### src/rtl/md_io_ports_pkg.sv
// Shared register map, reset values and per-port register struct for the
// MegaDrive I/O register block ($A10001-$A1001F).
package md_io_pkg;

  localparam int NUM_PORTS = 3;

  localparam logic [3:0] REG_VERSION = 4'h0;
  localparam logic [3:0] REG_DATA1   = 4'h1;
  localparam logic [3:0] REG_DATA2   = 4'h2;
  localparam logic [3:0] REG_DATA3   = 4'h3;
  localparam logic [3:0] REG_CTRL1   = 4'h4;
  localparam logic [3:0] REG_CTRL2   = 4'h5;
  localparam logic [3:0] REG_CTRL3   = 4'h6;
  localparam logic [3:0] REG_TX1     = 4'h7;
  localparam logic [3:0] REG_RX1     = 4'h8;
  localparam logic [3:0] REG_SCTRL1  = 4'h9;
  localparam logic [3:0] REG_TX2     = 4'hA;
  localparam logic [3:0] REG_RX2     = 4'hB;
  localparam logic [3:0] REG_SCTRL2  = 4'hC;
  localparam logic [3:0] REG_TX3     = 4'hD;
  localparam logic [3:0] REG_RX3     = 4'hE;
  localparam logic [3:0] REG_SCTRL3  = 4'hF;

  localparam logic [7:0] DATA_RST  = 8'h00;
  localparam logic [7:0] CTRL_RST  = 8'h00;
  localparam logic [7:0] TX_RST    = 8'hFF;
  localparam logic [7:0] SCTRL_RST = 8'h00;

  typedef struct packed {
    logic [7:0] data;
    logic [7:0] ctrl;
    logic [7:0] tx;
    logic [7:0] sctrl;
  } port_regs_t;

  // Serial registers sit in tx/rx/sctrl triplets starting at REG_TX1.
  function automatic logic [3:0] data_addr(int p);
    return REG_DATA1 + 4'(p);
  endfunction
  function automatic logic [3:0] ctrl_addr(int p);
    return REG_CTRL1 + 4'(p);
  endfunction
  function automatic logic [3:0] tx_addr(int p);
    return REG_TX1 + 4'(3 * p);
  endfunction
  function automatic logic [3:0] sctrl_addr(int p);
    return REG_SCTRL1 + 4'(3 * p);
  endfunction

endpackage

### src/rtl/md_io_ports_if.sv
// CPU-side register bus for the I/O block: one-cycle strobe, registered ack.
interface md_io_ports_if;
  logic       sel;
  logic       we;
  logic       lds_n;
  logic [3:0] addr;
  logic [7:0] din;
  logic [7:0] dout;
  logic       dtack;

  modport master (output sel, we, lds_n, addr, din, input dout, dtack);
  modport slave  (input sel, we, lds_n, addr, din, output dout, dtack);
endinterface

### src/rtl/md_io_ports_port.sv
// One controller port: data/ctrl/tx/sctrl registers, pin read-back and the
// TH falling-edge detector (only built with MD_IO_THINT_EN).
module md_io_port
  import md_io_pkg::*;
(
  input  logic       clk,
  input  logic       reset_n,
  input  logic       wr_data,
  input  logic       wr_ctrl,
  input  logic       wr_tx,
  input  logic       wr_sctrl,
  input  logic [7:0] din,
  input  logic [6:0] pin,
  output port_regs_t regs,
  output logic [7:0] data_rd,
  output logic       th_event
);

  always_ff @(posedge clk or negedge reset_n) begin
    if (!reset_n) begin
      regs <= '{data: DATA_RST, ctrl: CTRL_RST, tx: TX_RST, sctrl: SCTRL_RST};
    end else begin
      if (wr_data)  regs.data  <= din;
      if (wr_ctrl)  regs.ctrl  <= din;
      if (wr_tx)    regs.tx    <= din;
      // Status bits 2:0 are hardwired: no rx ready, tx empty, no error.
      if (wr_sctrl) regs.sctrl <= {din[7:3], 3'b000};
    end
  end

  assign data_rd = {regs.data[7], pin};

`ifdef MD_IO_THINT_EN
  logic th_d;

  always_ff @(posedge clk or negedge reset_n) begin
    if (!reset_n) th_d <= 1'b0;
    else          th_d <= pin[6];
  end

  // Only a TH pin configured as input with interrupts enabled can fire.
  assign th_event = th_d & ~pin[6] & regs.ctrl[7] & ~regs.ctrl[6];
`else
  assign th_event = 1'b0;
`endif

endmodule

### src/rtl/md_io_ports.sv
// MegaDrive I/O chip CPU register block: decode, read mux, ack and HL pulse.
// Optional TH interrupt generation is enabled by defining MD_IO_THINT_EN.
module md_io_ports
  import md_io_pkg::*;
#(
  parameter logic [3:0] VERSION  = 4'h0,
  parameter int         HL_PULSE = 16
) (
  input  logic       clk,
  input  logic       reset_n,
  md_io_ports_if.slave bus,
  input  logic       pal,
  input  logic       export_reg,
  input  logic [6:0] p1_pin,
  input  logic [6:0] p2_pin,
  input  logic [6:0] p3_pin,
  output logic [6:0] p1_data,
  output logic [6:0] p2_data,
  output logic [6:0] p3_data,
  output logic [6:0] p1_dir,
  output logic [6:0] p2_dir,
  output logic [6:0] p3_dir,
  output logic       hl_n
);

  logic                           wr;
  logic [NUM_PORTS-1:0][6:0]      pin_a;
  port_regs_t [NUM_PORTS-1:0]     regs;
  logic [NUM_PORTS-1:0][7:0]      data_rd;
  logic [NUM_PORTS-1:0]           th_ev;
  logic [7:0]                     rdata;
  logic [7:0]                     dout_q;
  logic                           dtack_q;

  assign wr    = bus.sel & bus.we & ~bus.lds_n;
  assign pin_a = {p3_pin, p2_pin, p1_pin};

  for (genvar gi = 0; gi < NUM_PORTS; gi++) begin : g_port
    md_io_port u_port (
      .clk      (clk),
      .reset_n  (reset_n),
      .wr_data  (wr && bus.addr == data_addr(gi)),
      .wr_ctrl  (wr && bus.addr == ctrl_addr(gi)),
      .wr_tx    (wr && bus.addr == tx_addr(gi)),
      .wr_sctrl (wr && bus.addr == sctrl_addr(gi)),
      .din      (bus.din),
      .pin      (pin_a[gi]),
      .regs     (regs[gi]),
      .data_rd  (data_rd[gi]),
      .th_event (th_ev[gi])
    );
  end

  assign p1_data = regs[0].data[6:0];
  assign p2_data = regs[1].data[6:0];
  assign p3_data = regs[2].data[6:0];
  assign p1_dir  = regs[0].ctrl[6:0];
  assign p2_dir  = regs[1].ctrl[6:0];
  assign p3_dir  = regs[2].ctrl[6:0];

  always_comb begin
    rdata = 8'h00;
    case (bus.addr)
      REG_VERSION:               rdata = {export_reg, pal, 2'b10, VERSION};
      REG_DATA1:                 rdata = data_rd[0];
      REG_DATA2:                 rdata = data_rd[1];
      REG_DATA3:                 rdata = data_rd[2];
      REG_CTRL1:                 rdata = regs[0].ctrl;
      REG_CTRL2:                 rdata = regs[1].ctrl;
      REG_CTRL3:                 rdata = regs[2].ctrl;
      REG_TX1:                   rdata = regs[0].tx;
      REG_TX2:                   rdata = regs[1].tx;
      REG_TX3:                   rdata = regs[2].tx;
      REG_RX1, REG_RX2, REG_RX3: rdata = 8'hFF;
      REG_SCTRL1:                rdata = regs[0].sctrl;
      REG_SCTRL2:                rdata = regs[1].sctrl;
      REG_SCTRL3:                rdata = regs[2].sctrl;
      default:                   rdata = 8'h00;
    endcase
  end

  // Read data is captured from pre-write state; dout holds until the next read.
  always_ff @(posedge clk or negedge reset_n) begin
    if (!reset_n) begin
      dout_q  <= 8'h00;
      dtack_q <= 1'b0;
    end else begin
      dtack_q <= bus.sel;
      if (bus.sel && !bus.we) dout_q <= rdata;
    end
  end

  assign bus.dout  = dout_q;
  assign bus.dtack = dtack_q;

`ifdef MD_IO_THINT_EN
  logic [7:0] hl_cnt;

  // Any new event reloads the full pulse width; events are never queued.
  always_ff @(posedge clk or negedge reset_n) begin
    if (!reset_n) begin
      hl_cnt <= 8'd0;
      hl_n   <= 1'b1;
    end else if (|th_ev) begin
      hl_cnt <= 8'(HL_PULSE);
      hl_n   <= 1'b0;
    end else if (hl_cnt != 8'd0) begin
      hl_cnt <= hl_cnt - 8'd1;
      if (hl_cnt == 8'd1) hl_n <= 1'b1;
    end
  end
`else
  logic unused_th_ev;
  assign unused_th_ev = |th_ev;
  assign hl_n         = 1'b1;
`endif

endmodule
### src/flat_wrapper.sv
// flat-port wrapper written by rule: the top's interface ports become plain ports
module md_io_ports_flat import md_io_pkg::*;
#(
  parameter logic [3:0] VERSION  = 4'h0,
  parameter int         HL_PULSE = 16
)
  (clk, reset_n, pal, export_reg, p1_pin, p2_pin, p3_pin, p1_data, p2_data, p3_data, p1_dir, p2_dir, p3_dir, hl_n, bus_sel, bus_we, bus_lds_n, bus_addr, bus_din, bus_dout, bus_dtack);
  md_io_ports_if bus_i ();
  input  logic clk;
  input  logic reset_n;
  input  logic pal;
  input  logic export_reg;
  input  logic [6:0] p1_pin;
  input  logic [6:0] p2_pin;
  input  logic [6:0] p3_pin;
  output logic [6:0] p1_data;
  output logic [6:0] p2_data;
  output logic [6:0] p3_data;
  output logic [6:0] p1_dir;
  output logic [6:0] p2_dir;
  output logic [6:0] p3_dir;
  output logic hl_n;
  input wire logic [$bits(bus_i.sel)-1:0] bus_sel;
  input wire logic [$bits(bus_i.we)-1:0] bus_we;
  input wire logic [$bits(bus_i.lds_n)-1:0] bus_lds_n;
  input wire logic [$bits(bus_i.addr)-1:0] bus_addr;
  input wire logic [$bits(bus_i.din)-1:0] bus_din;
  output wire logic [$bits(bus_i.dout)-1:0] bus_dout;
  output wire logic [$bits(bus_i.dtack)-1:0] bus_dtack;
  assign bus_i.sel = bus_sel;
  assign bus_i.we = bus_we;
  assign bus_i.lds_n = bus_lds_n;
  assign bus_i.addr = bus_addr;
  assign bus_i.din = bus_din;
  assign bus_dout = bus_i.dout;
  assign bus_dtack = bus_i.dtack;
  md_io_ports #(.VERSION(VERSION), .HL_PULSE(HL_PULSE)) u_core (.clk(clk), .reset_n(reset_n), .bus(bus_i), .pal(pal), .export_reg(export_reg), .p1_pin(p1_pin), .p2_pin(p2_pin), .p3_pin(p3_pin), .p1_data(p1_data), .p2_data(p2_data), .p3_data(p3_data), .p1_dir(p1_dir), .p2_dir(p2_dir), .p3_dir(p3_dir), .hl_n(hl_n));
endmodule
### config.mk
export PLATFORM = sky130hd
export DESIGN_NAME = md_io_ports_flat
export DESIGN_NICKNAME = d
export VERILOG_FILES = /design/src/rtl/md_io_ports_pkg.sv /design/src/rtl/md_io_ports_if.sv /design/src/rtl/md_io_ports_port.sv /design/src/rtl/md_io_ports.sv /design/src/flat_wrapper.sv
export SDC_FILE = /design/constraint.sdc
export NUM_CORES = 1
export LEC_CHECK = 0
export CORE_ASPECT_RATIO = 1.75
export CORE_UTILIZATION = 50
export CTS_BUF_LIST = sky130_fd_sc_hd__clkbuf_4 sky130_fd_sc_hd__clkbuf_8 sky130_fd_sc_hd__clkbuf_16
export DETAILED_ROUTE_END_ITERATION = 12
export DONT_BUFFER_PORTS = 1
export PLACE_DENSITY = 0.65
export SYNTH_ARGS = -nofsm -noshare
export SYNTH_HDL_FRONTEND = slang
export SYNTH_SLANG_ARGS = --single-unit
### constraint.sdc
create_clock -name clk -period 3.32 [get_ports clk]
set_input_delay 0.498 -clock clk [delete_from_list [all_inputs] [get_ports clk]]
set_output_delay 0.498 -clock clk [all_outputs]
set_load 0.01 [all_outputs]
# ---- Yosys cells after proc, flatten, opt, wreduce, memory -nomap -nowiden
# Index checks and enable logic that the tools add are counted.
dict set report word_totals {
  reg_bits 96
  output_inout_bits 52
  wordCells 49
}
dict set report op_classes {
  eq_ne 15
  n_mux 1
  n_bitwise 3
  n_reduce_logical 16
}
# operator n
set ops {}
lappend ops {{$pmux 8 s14} 1}
lappend ops {{$eq 4x4->1 const B} 8}
lappend ops {{$eq 4x3->1 const B} 4}
lappend ops {{$logic_and 1x1->1} 13}
lappend ops {{$eq 4x2->1 const B} 2}
lappend ops {{$eq 4x1->1 const B} 1}
lappend ops {{$logic_not 4->1} 1}
lappend ops {{$reduce_or 3->1} 1}
lappend ops {{$and 1x1->1} 2}
lappend ops {{$logic_not 1->1} 1}
lappend ops {{$not 1->1} 1}

# ---- Logic depth before layout (Yosys ltp)
dict set report logic_depth {
  word_depth 3
  ltp_mapped 7
}

# ---- Cells and area by module
# A second synthesis with hierarchy kept.
dict set report hier_totals {
  hier_cells 419
  area_unflattened_um2 5317.6
}
# module instances cells_per_inst area_each_um2
set by_module_without_submodules {}
lappend by_module_without_submodules {md_io_port 3 74 1280.0}
lappend by_module_without_submodules {md_io_ports 1 197 1477.7}

# ---- Worst setup path after synthesis
# OpenSTA, ideal clock, no wires.
dict set report synth_path {
  kind {input -> register}
  start {input bus_addr[3]}
  end {register, netlist name u_core.g_port[0].u_port.regs[16]}
  setup_time_ns 0.125
  arrival_time_ns 1.495
  required_time_ns 3.195
  path_slack_ns 1.700
  path_stages 4
  cell_sequence {and2b_1 -> nand2_2 -> nor2_4 -> mux2_2}
}
dict set report synth_via {
  elab_chain_len 2
}
# element line
set synth_rtl {}
lappend synth_rtl {{start: declaration} flat_wrapper.sv:26} ;# input wire logic [$bits(bus_i.addr)-1:0] bus_addr;
lappend synth_rtl {{$eq 4x3->1} md_io_ports.sv:43} ;# .wr_ctrl (wr && bus.addr == ctrl_addr(gi)),
lappend synth_rtl {{$logic_and 1x1->1} md_io_ports.sv:43}
# No other way between the ends.
# A chain may end at the register's enable or synchronous reset.

# ---- Worst setup path in the final report
dict set report layout_path {
  start {input bus_addr[1]}
  end {register u_core.dout_q[5] (netlist: u_core.bus.dout[5])}
}
dict set report layout_via {
  elab_chain_len 3
  word_cells_on_any_way 18
  cone_classes {eq/ne: 15; mux: 1; reduce/logical: 2}
}
# element line
set layout_rtl {}
lappend layout_rtl {{$eq 4x4->1} md_io_ports.sv:63} ;# case (bus.addr)
lappend layout_rtl {{$reduce_or 3->1} md_io_ports.sv:63}
lappend layout_rtl {{$pmux 8 s14 *} md_io_ports.sv:63}
lappend layout_rtl {{end signal: assignment} md_io_ports.sv:89} ;# if (bus.sel && !bus.we) dout_q <= rdata;
lappend layout_rtl {{end: declaration} md_io_ports.sv:32} ;# logic [7:0] dout_q;
# Mark *: on every way between the ends. The rest lies on a longest branch, timed or not.

==> metrics.md <==
| Metric | Value |
|---|---|
| Yosys reg bits | `96` |
| Max Clk Rate | `0.612 GHz` |
| Die Span X | `78.3 microns` |
| GRT Util Overall | `0.257` |
| Peak supply drop | `0.318 mV` |
| Synth unique cells | `53` |
| M2 GR Usage | `0.431` |
| Worst setup SP type | `primary input` |
| Outcome | `finished clean` |
| Setup TNS | `0 ps` |
| Core Area | `9910 sq um` |
| CTS max path bufs | `2` |
| Clock Latency Late Sink | `350 ps` |
| Post-route ant nets | `0` |
| Post-Synthesis Cell Area | `5090 sq um` |
| DRT Wirelength | `12.7 mm` |
| Warnings from Yosys | `0` |
| Antenna Cells | `0` |
| Pwr/cell area | `597 nW/um^2` |
| Cts bufs inserted | `9` |
| Worst relative slew slack | `0.426` |
| Cell count after synthesis | `420` |
| WHS | `52.6 ps` |
| Syn nets | `460` |
| Hold Violations, Final | `0` |
| Global route overflow | `0` |
| First-pass DRT Iterations | `5` |
| CP Class | `in -> reg` |
| Dpl cell area | `4750 sq um` |
| DP HPWL | `8.80 mm` |
| Sequential share of the synthesized area | `0.478` |
| Fill count | `872` |
| Critical path required time | `3550 ps` |
| Synth async-reset ratio | `1.00` |
| Setup violators final | `0` |
| Grt met3 use | `0.0478` |
| Worst min path class | `in -> async` |
| Post-CTS Setup Bufs | `0` |
| First-pass GRT wire length | `19.7 mm` |
| Most Crowded Layer GR | `met2` |
| Max-Cap Viols | `0` |
| Num rows | `48` |
| Critical Path AT | `1860 ps` |
| CTS tree | `built` |
| Initial Util | `0.514` |
| Die area | `10600 sq um` |
| Io pins | `92` |
| Area Growth Syn to Fin | `1.52%` |
| Fin nets | `406` |
| GR Util met1 | `0.311` |
| DR DRC count | `0` |
| Final Cell Area | `5170 sq um` |
| # port buffers | `0` |
| Post-synth EDFFs | `0` |
| Ys flop type | `dfrtp_1` |
| Total number of vias | `3153` |
| Syn avg cell area | `12.1 sq um` |
| Clock slew at the register clock pins of the worst setup and hold paths | `60 ps` |
| Design Power | `3.09 mW` |
| Tcrit/Tclk final | `0.492` |
| Starting DRC count in detailed routing | `305` |
| CP Max Fanout | `32` |
| CP Capture Type | `flip-flop` |
| Pin count of the biggest net entering global routing | `91` |
| Antenna violations before repair | `0` |
| Worst Skew | `5.03 ps` |
| H-tree Lvls | `3` |
| Die H | `135 microns` |
| Worst Tran Pin Value | `859 ps` |
| WL per Instance | `25.7 microns` |
| Root Buffer | `clkbuf_16` |
| Vias in the first global route | `3281` |
| Share of cells above drive strength 1 | `0.307` |
| Lkg Pwr | `2.20 nW` |
| Max-slew violation count | `0` |
| RSZ-0062 raised after global routing | `no` |
| GPL Wtd Cong | `0.894` |
| CTS Sinks | `96` |
| Via-per-instance ratio | `6.36` |
| Period minus WS final | `1630 ps` |
kinds of logic after synthesis:
logic type      Yosys count  share of synthesized area
compound gates           67                     0.0963
xor+xnor                  1                    0.00172
buf+inv                  70                     0.0990
flops                    96                      0.478
mux                     102                      0.225
other cells               1                   0.000737
simple gates             83                     0.0990
layout by cell type, fill, tap and decap left out, types with 2 or more instances in the layout:
master | netlist | final
o2bb2ai_1 | 2 | 2
and2b_1 | 2 | 2
o22ai_1 | 4 | 4
mux2_2 | 49 | 49
nor2_4 | 12 | 12
a211o_1 | 2 | 2
nand2_1 | 22 | 22
a21oi_1 | 13 | 13
nor2_1 | 7 | 7
nor2b_1 | 6 | 6
nor2_2 | 2 | 2
o221a_1 | 2 | 2
nand2_2 | 4 | 4
dfrtp_1 | 72 | 72
a2bb2oi_1 | 2 | 2
a22oi_1 | 3 | 3
nand2b_1 | 6 | 6
nand3_1 | 10 | 10
mux2i_1 | 10 | 10
dfstp_2 | 24 | 24
a221oi_1 | 2 | 2
a32o_1 | 2 | 2
a32oi_1 | 3 | 3
mux2_1 | 42 | 42
o211ai_1 | 2 | 2
o221ai_1 | 7 | 7
o21ai_0 | 8 | 8
inv_1 | 3 | 3
clkbuf_16 | 0 | 9
nor3_1 | 3 | 3
and3_1 | 3 | 3
bufinv_16 | 0 | 4
a31oi_1 | 7 | 7
report_power, final:
group          internal (mW)  total (mW)  switching [mW]  leakage (nW)
registers               1.35        1.50           0.150          1.19
clock network          0.837        1.29           0.450         0.183
logic                  0.158       0.297           0.139         0.820
total                   2.35        3.09           0.739          2.20
worst max-delay path: stages:
cell	delay, ps
nand2b_1	510
nor3b_1	120
a31oi_1	210
o221ai_1	170
o32a_1	350
per-stage QoR:
stage	util	setup slack (ps)	cells
floorplan	-	1700	420
global placement	0.480	1390	478
detailed placement	0.480	1320	478
CTS	0.522	1680	496
global route	0.522	1630	496
finish	0.522	1690	496
worst paths after layout:
kind	slack, ps	to	cells past startpoint	startpoint
setup / recovery	1690	u_core.bus.dout[5]	5	bus_addr[1]
hold / removal	50	u_core.g_port[1].u_port.regs[17]	1	reset_n
setup reg to reg	1910	u_core.bus.dout[0]	5	u_core.g_port[1].u_port.regs[16]
hold reg to reg	480	u_core.g_port[0].u_port.regs[4]	1	u_core.g_port[0].u_port.regs[4]
max in group asynchronous	2470	u_core.g_port[0].u_port.regs[14]	1	reset_n
min in group clk	180	u_core.bus.dtack	0	bus_sel
cells in the mapped netlist (4+ instances only):
cell      instances  area share
buf_2             4      0.0039
o22ai_1           4      0.0049
buf_4            49       0.072
nand2_1          22       0.016
nand3_1          10      0.0098
mux2i_1          10       0.020
clkbuf_1          6      0.0044
o221ai_1          7       0.012
nand2b_1          6      0.0074
nor2_1            7      0.0052
mux2_1           42       0.093
a21oi_1          13       0.013
a31oi_1           7      0.0086
mux2_2           49        0.11
nor2_4           12       0.027
nor2b_1           6      0.0074
o21ai_0           8      0.0079
buf_6             7       0.015
nand2_2           4      0.0049
dfstp_2          24        0.12
dfrtp_1          72        0.35
flip-flops by register name, summed over array words and instances, names as in the netlist:
name,cells
u_core.g_port.u_port.data_rd,3
u_core.g_port.u_port.regs,84
u_core.bus.dtack,1
u_core.bus.dout,8
metal layers:
| layer | vias up | routed length (microns) |
|---|---|---|
| met5 | - | 0 |
| met4 | 0 | 465 |
| met3 | 33 | 696 |
| met2 | 149 | 6600 |
| met1 | 1600 | 4970 |
| li1 | 1371 | - |
what timing repair did:
action / CTS / global route
hold endpoints to repair: 90 / 0
gates resized for setup: 0 / 0
hold buffers: 2 / 0
layout make-up:
class | count | area, sq um | share of cell area
inverter | 3 | 11.3 | 0.00218
multi-input combinational | 254 | 2150 | 0.417
clock buffer | 10 | 239 | 0.0462
tap | 125 | 156 | 0.0303
sequential | 96 | 2430 | 0.471
clock inverter | 6 | 138 | 0.0266
timing repair buffer | 2 | 37.5 | 0.00726
No activity file was read; power rests on OpenSTA's default activity.
